File: config.mk
export PLATFORM = sky130hd
export DESIGN_NAME = multi_user_passcode_lock
export DESIGN_NICKNAME = d
export VERILOG_FILES = /design/src/rtl/multi_user_passcode_lock.sv
export SDC_FILE = /design/constraint.sdc
export NUM_CORES = 1
export LEC_CHECK = 0
export ABC_AREA = 1
export CORE_MARGIN = 8
export CORE_UTILIZATION = 50
export DETAILED_ROUTE_END_ITERATION = 12
export PLACE_DENSITY = 0.81
export SLEW_MARGIN = 20
export SYNTH_ARGS = -nofsm -noshare
export SYNTH_HDL_FRONTEND = slang
export SYNTH_SLANG_ARGS = --single-unit
export TNS_END_PERCENT = 10
File: constraint.sdc
create_clock -name clk -period 2.2 [get_ports clk]
set_input_delay 0.66 -clock clk [delete_from_list [all_inputs] [get_ports clk]]
set_output_delay 0.66 -clock clk [all_outputs]
set_load 0.02 [all_outputs]
File: src/rtl/multi_user_passcode_lock.sv
// Multi-user digit passcode lock: per-user PIN table, idle timeout, hold-timed grant/deny.
// Define MULTI_USER_PASSCODE_LOCKOUT_EN to add per-user failure counting and a LOCKED state.
module multi_user_passcode_lock #(
    parameter int DIGIT_W        = 4,
    parameter int PIN_LEN        = 4,
    parameter int NUM_USERS      = 4,
    parameter logic [NUM_USERS*PIN_LEN*DIGIT_W-1:0] PSWD_TABLE = 64'h0000_5555_9090_1234,
    parameter int HOLD_CYCLES    = 8,
    parameter int TIMEOUT_CYCLES = 32,
    parameter int MAX_FAILS      = 3,
    parameter int LOCKOUT_CYCLES = 16,
    localparam int UID_W = (NUM_USERS > 1) ? $clog2(NUM_USERS) : 1
) (
    input  logic               clk,
    input  logic               reset,
    input  logic [UID_W-1:0]   userId,
    input  logic [DIGIT_W-1:0] userInp,
    input  logic               userBtn,
    output logic               accessGranted,
    output logic               accessDenied,
    output logic               locked,
    output logic [UID_W-1:0]   grantedUser,
    output logic [4:0]         digitCount
);

    localparam int MAXC0 = (HOLD_CYCLES > TIMEOUT_CYCLES) ? HOLD_CYCLES : TIMEOUT_CYCLES;
    localparam int MAXC  = (MAXC0 > LOCKOUT_CYCLES) ? MAXC0 : LOCKOUT_CYCLES;
    localparam int TMR_W = $clog2(MAXC + 1);

    if (PIN_LEN < 1 || PIN_LEN > 16 || NUM_USERS < 1 || NUM_USERS > 16 || MAX_FAILS < 1)
        $error("multi_user_passcode_lock: parameter out of range");

    typedef enum logic [2:0] {IDLE, ENTRY, CHECK, GRANT, DENY, LOCKED} state_t;

    state_t             state, nxt;
    logic               btnPrev, press, mmQ, digitBad, uidOk, lockHit;
    logic               grantQ, denyQ;
    logic [UID_W-1:0]   uidQ, selUser, gUserQ;
    logic [4:0]         selDigit;
    logic [DIGIT_W-1:0] expDigit;
    logic [TMR_W-1:0]   timer;

    assign press = userBtn & ~btnPrev & (state == IDLE || state == ENTRY);

    // In IDLE the first digit is checked against the live userId; afterwards the latched one.
    always_comb begin
        selUser  = (state == IDLE) ? userId : uidQ;
        selDigit = (state == IDLE) ? 5'd0 : digitCount;
        expDigit = '0;
        uidOk    = 1'b0;
        for (int u = 0; u < NUM_USERS; u++) begin
            if (selUser == UID_W'(u)) uidOk = 1'b1;
            for (int d = 0; d < PIN_LEN; d++)
                if (selUser == UID_W'(u) && selDigit == 5'(d))
                    expDigit = PSWD_TABLE[(u*PIN_LEN+d)*DIGIT_W +: DIGIT_W];
        end
        digitBad = !uidOk || (userInp != expDigit);
    end

    always_comb begin
        nxt = state;
        case (state)
            IDLE:   if (press) nxt = (PIN_LEN == 1) ? CHECK : ENTRY;
            ENTRY: begin
                if (press) begin
                    if (digitCount == 5'(PIN_LEN-1)) nxt = CHECK;
                end else if (timer == TMR_W'(TIMEOUT_CYCLES-1)) begin
                    nxt = IDLE;
                end
            end
            CHECK:  nxt = mmQ ? DENY : GRANT;
            GRANT:  if (timer == TMR_W'(HOLD_CYCLES-1)) nxt = IDLE;
            DENY:   if (timer == TMR_W'(HOLD_CYCLES-1)) nxt = lockHit ? LOCKED : IDLE;
            LOCKED: if (timer == TMR_W'(LOCKOUT_CYCLES-1)) nxt = IDLE;
            default: nxt = IDLE;
        endcase
    end

    always_ff @(posedge clk or negedge reset) begin
        if (!reset) state <= IDLE;
        else        state <= nxt;
    end

    always_ff @(posedge clk or negedge reset) begin
        if (!reset) begin
            btnPrev    <= 1'b0;
            timer      <= '0;
            digitCount <= '0;
            mmQ        <= 1'b0;
            uidQ       <= '0;
            grantQ     <= 1'b0;
            denyQ      <= 1'b0;
            gUserQ     <= '0;
        end else begin
            btnPrev <= userBtn;
            // One shared timer: idle time in ENTRY, hold time in GRANT/DENY/LOCKED.
            if (state != nxt || state == IDLE || press) timer <= '0;
            else                                        timer <= timer + 1'b1;
            if (press) begin
                digitCount <= (state == IDLE) ? 5'd1 : digitCount + 5'd1;
                mmQ        <= (state == IDLE) ? digitBad : (mmQ | digitBad);
                if (state == IDLE) uidQ <= userId;
            end else if (nxt == IDLE) begin
                digitCount <= '0;
            end
            grantQ <= (state == GRANT);
            denyQ  <= (state == DENY) || (state == LOCKED);
            gUserQ <= (state == GRANT) ? uidQ : '0;
        end
    end

    assign accessGranted = grantQ;
    assign accessDenied  = denyQ;
    assign grantedUser   = gUserQ;

`ifdef MULTI_USER_PASSCODE_LOCKOUT_EN
    localparam int FC_W = $clog2(MAX_FAILS + 1);

    logic [NUM_USERS-1:0][FC_W-1:0] failCnt;
    logic                           lockQ;

    always_comb begin
        lockHit = 1'b0;
        for (int u = 0; u < NUM_USERS; u++)
            if (uidQ == UID_W'(u) && failCnt[u] == FC_W'(MAX_FAILS)) lockHit = 1'b1;
    end

    // Out-of-range ids match no slot, so they never touch a counter.
    always_ff @(posedge clk or negedge reset) begin
        if (!reset) begin
            failCnt <= '0;
            lockQ   <= 1'b0;
        end else begin
            lockQ <= (state == LOCKED);
            for (int u = 0; u < NUM_USERS; u++) begin
                if (uidQ == UID_W'(u)) begin
                    if (state == CHECK && nxt == GRANT)
                        failCnt[u] <= '0;
                    else if (state == CHECK && nxt == DENY && failCnt[u] != FC_W'(MAX_FAILS))
                        failCnt[u] <= failCnt[u] + 1'b1;
                    else if (state == LOCKED && nxt == IDLE)
                        failCnt[u] <= '0;
                end
            end
        end
    end

    assign locked = lockQ;
`else
    assign lockHit = 1'b0;
    assign locked  = 1'b0;
`endif

endmodule

==> flow_summary.json <==
{
  "die-width_um": 68.87,
  "multi_input_area_sq_um": 768.2,
  "wl_per_cell_um": 11.93,
  "maxCapViolCount": 0,
  "fillers": 255,
  "setup_viol": 0,
  "final_layout_size_suffix_gt1_frac": 0.1636,
  "hp-class": "flip-flop to flip-flop",
  "cp.arrival_ns": 1.43,
  "start_util": 0.5157,
  "boundaryPins": 19,
  "timing.final.crit_period_ns": 2.094,
  "regToRegSetupSlack_ns": 0.25,
  "routed-via-count": 1289,
  "htree_levels": 1,
  "drt_iter0_drc": 64,
  "ys_seq_elements": 22,
  "crit_chain": "clkdlybuf4s50_1",
  "synthTopCellsByArea": "dfrtp_1 (39%), nand2_1 (12%), nand3_1 (11%)",
  "irDropWorstVdd_mv": 0.7550,
  "viasPerCell": 5.261,
  "grt_remaining_overflow": 0,
  "dpl.hpwl_um": 2187,
  "portBuffers": 17,
  "n_antenna_cell": 0,
  "grt_antenna_before_repair": 0,
  "yosysSeqAreaShare": 0.3939,
  "clkTransAtPathRegs_ns": 0.13,
  "status": "finished clean",
  "avgSynthCellArea_sq_um": 7.474,
  "drv_slew": 0,
  "clock_sinks": 22,
  "die_h_um": 68.87,
  "layout_common_cells": "nand2_1 (43), nand3_1 (30), inv_1 (23)",
  "firstDrtPassIters": 4,
  "wl_um": 2923,
  "fin_tns_setup_ns": 0,
  "grt_pass1_wl_um": 5009,
  "layout_commonest_cell": "nand2_1",
  "path_class": "flip-flop to output port",
  "register_area_sq_um": 550.5,
  "leakagePower_nw": 0.8628,
  "fin_nets": 226,
  "syn_nets": 198,
  "slowest_stage": "clkdlybuf4s50_1",
  "fmax_mhz": 477.6,
  "numCtsBuffers": 3,
  "clock_skew_ns": 0.008284,
  "track_usage": 0.1330,
  "synth_top_cell_area_share": 0.3939,
  "drt.antenna.violating_nets": 0,
  "hold_violations": 0,
  "clock_latency_ns": 0.30,
  "crit_buf_inv": 1,
  "cts_root_buf": "clkbuf_4",
  "end_kind": "output port",
  "start_kind": "flip-flop",
  "whs_ns": 0.4959,
  "cts_hold_buf": 0,
  "synth_area_sq_um": 1398,
  "ys_types": 29,
  "cts_tree": "yes",
  "finalCritPeriodShare": 0.9517,
  "core_sq_um": 2710,
  "layout.cells.non_filler": 245,
  "cts_max_path_buffers": 2,
  "drc": 0,
  "rsz0062_at_grt": "no",
  "power.density_nw_per_um2": 1177,
  "worstPathMaxFanout": 7,
  "postSynthCellCount": 187,
  "grt_max_degree": 23,
  "max_stage_delay_ns": 0.65,
  "crit_family": "buffers and inverters",
  "die-area_sq_um": 4743,
  "gp_congestion": 0.9439,
  "required_ns": 1.54,
  "post-route-util": 0.6325,
  "grt_pass1_vias": 1217,
  "yosysTopAreaCell": "dfrtp_1",
  "dpl.cell_count": 240,
  "areaGrowthSynthToFinish_pct": 22.65,
  "fp-row-count": 19,
  "yosysWarnings": 0
}
[path summary, 6_finish.rpt]
path                                    start             to  cells past startpoint
worst min register to register       timer[0]       timer[0]                      1
min in group asynchronous               reset       timer[4]                      2
worst min-delay path                 timer[0]       timer[0]                      1
worst max register to register       timer[0]       timer[0]                     12
worst max-delay path            digitCount[1]  digitCount[1]                      1
max in group asynchronous               reset       timer[0]                      2
[flip-flops by register name (all words and copies together), names as in the netlist]
register and flops:
state 3, accessGranted 1, btnPrev 1, timer 6, accessDenied 1, grantedUser 2
digitCount 5, mmQ 1, uidQ 2
[metal layers]
layer,part of all wire,routed length [um],GRT usage,up-vias
li1,-,-,-,661
met3,0.073,212,0.03393,2
met1,0.46,1334,0.1627,588
met2,0.47,1367,0.2301,38
met5,0,0,0,-
met4,0.0027,8,0.02757,0
[logic make-up after synthesis]
logic type	Yosys count	synth area share
xor gates and xnor gates	7	0.04387
AOI/OAI and AO/OA	15	0.07431
DFF	22	0.3939
buffers and inverters	27	0.07520
adders and majority gates	2	0.01790
other	1	0.002683
and+or+nand+nor	113	0.3921
[where the power goes]
part | leakage (nW) | internal (mW) | switching [mW] | total [mW]
Clock | 0.0210 | 0.101 | 0.121 | 0.222
Sequential | 0.292 | 0.488 | 0.0862 | 0.574
Combinational | 0.550 | 0.423 | 0.799 | 1.22
[cells in the mapped netlist]
cell,n
nand2_1,43
nand3_1,31
inv_1,23
dfrtp_1,22
nor2_1,15
nor2_2,8
o21ai_0,5
xor2_1,5
nand4_1,4
inv_2,3
o21ai_1,3
a21oi_1,2
ha_1,2
nand2_2,2
nand2_4,2
nand3b_1,2
nor3_1,2
xnor2_1,2
a21oi_2,1
a21oi_4,1
buf_4,1
conb_1,1
nand4_2,1
nor2_4,1
nor3_2,1
nor4_1,1
o211ai_2,1
o21ai_2,1
o21bai_1,1
[per-stage QoR]
| step | total power, mW | cell area, sq um | setup slack, ns |
|---|---|---|---|
| CTS | 1.964 | 1680 | 0.08387 |
| global route | 2.196 | 1714 | 0.02945 |
| floorplan | 1.431 | 1398 | 0.4287 |
| detailed placement | 1.725 | 1644 | -0.1739 |
| global placement | 1.705 | 1644 | -0.08517 |
| finish | 2.018 | 1714 | 0.1063 |
[final cells by class]
cell class | instances | area share
tap | 31 | 0.02263
inverter | 26 | 0.05693
multi-input combinational | 138 | 0.4482
timing repair buffer | 24 | 0.1299
sequential | 22 | 0.3212
clock buffer | 4 | 0.02117
[timing repair]
item	4_1_cts	5_1_grt
setup buffers	0	1
resized for setup	0	4
setup endpoints to repair	0	9
No activity file was read; power rests on OpenSTA's default activity.
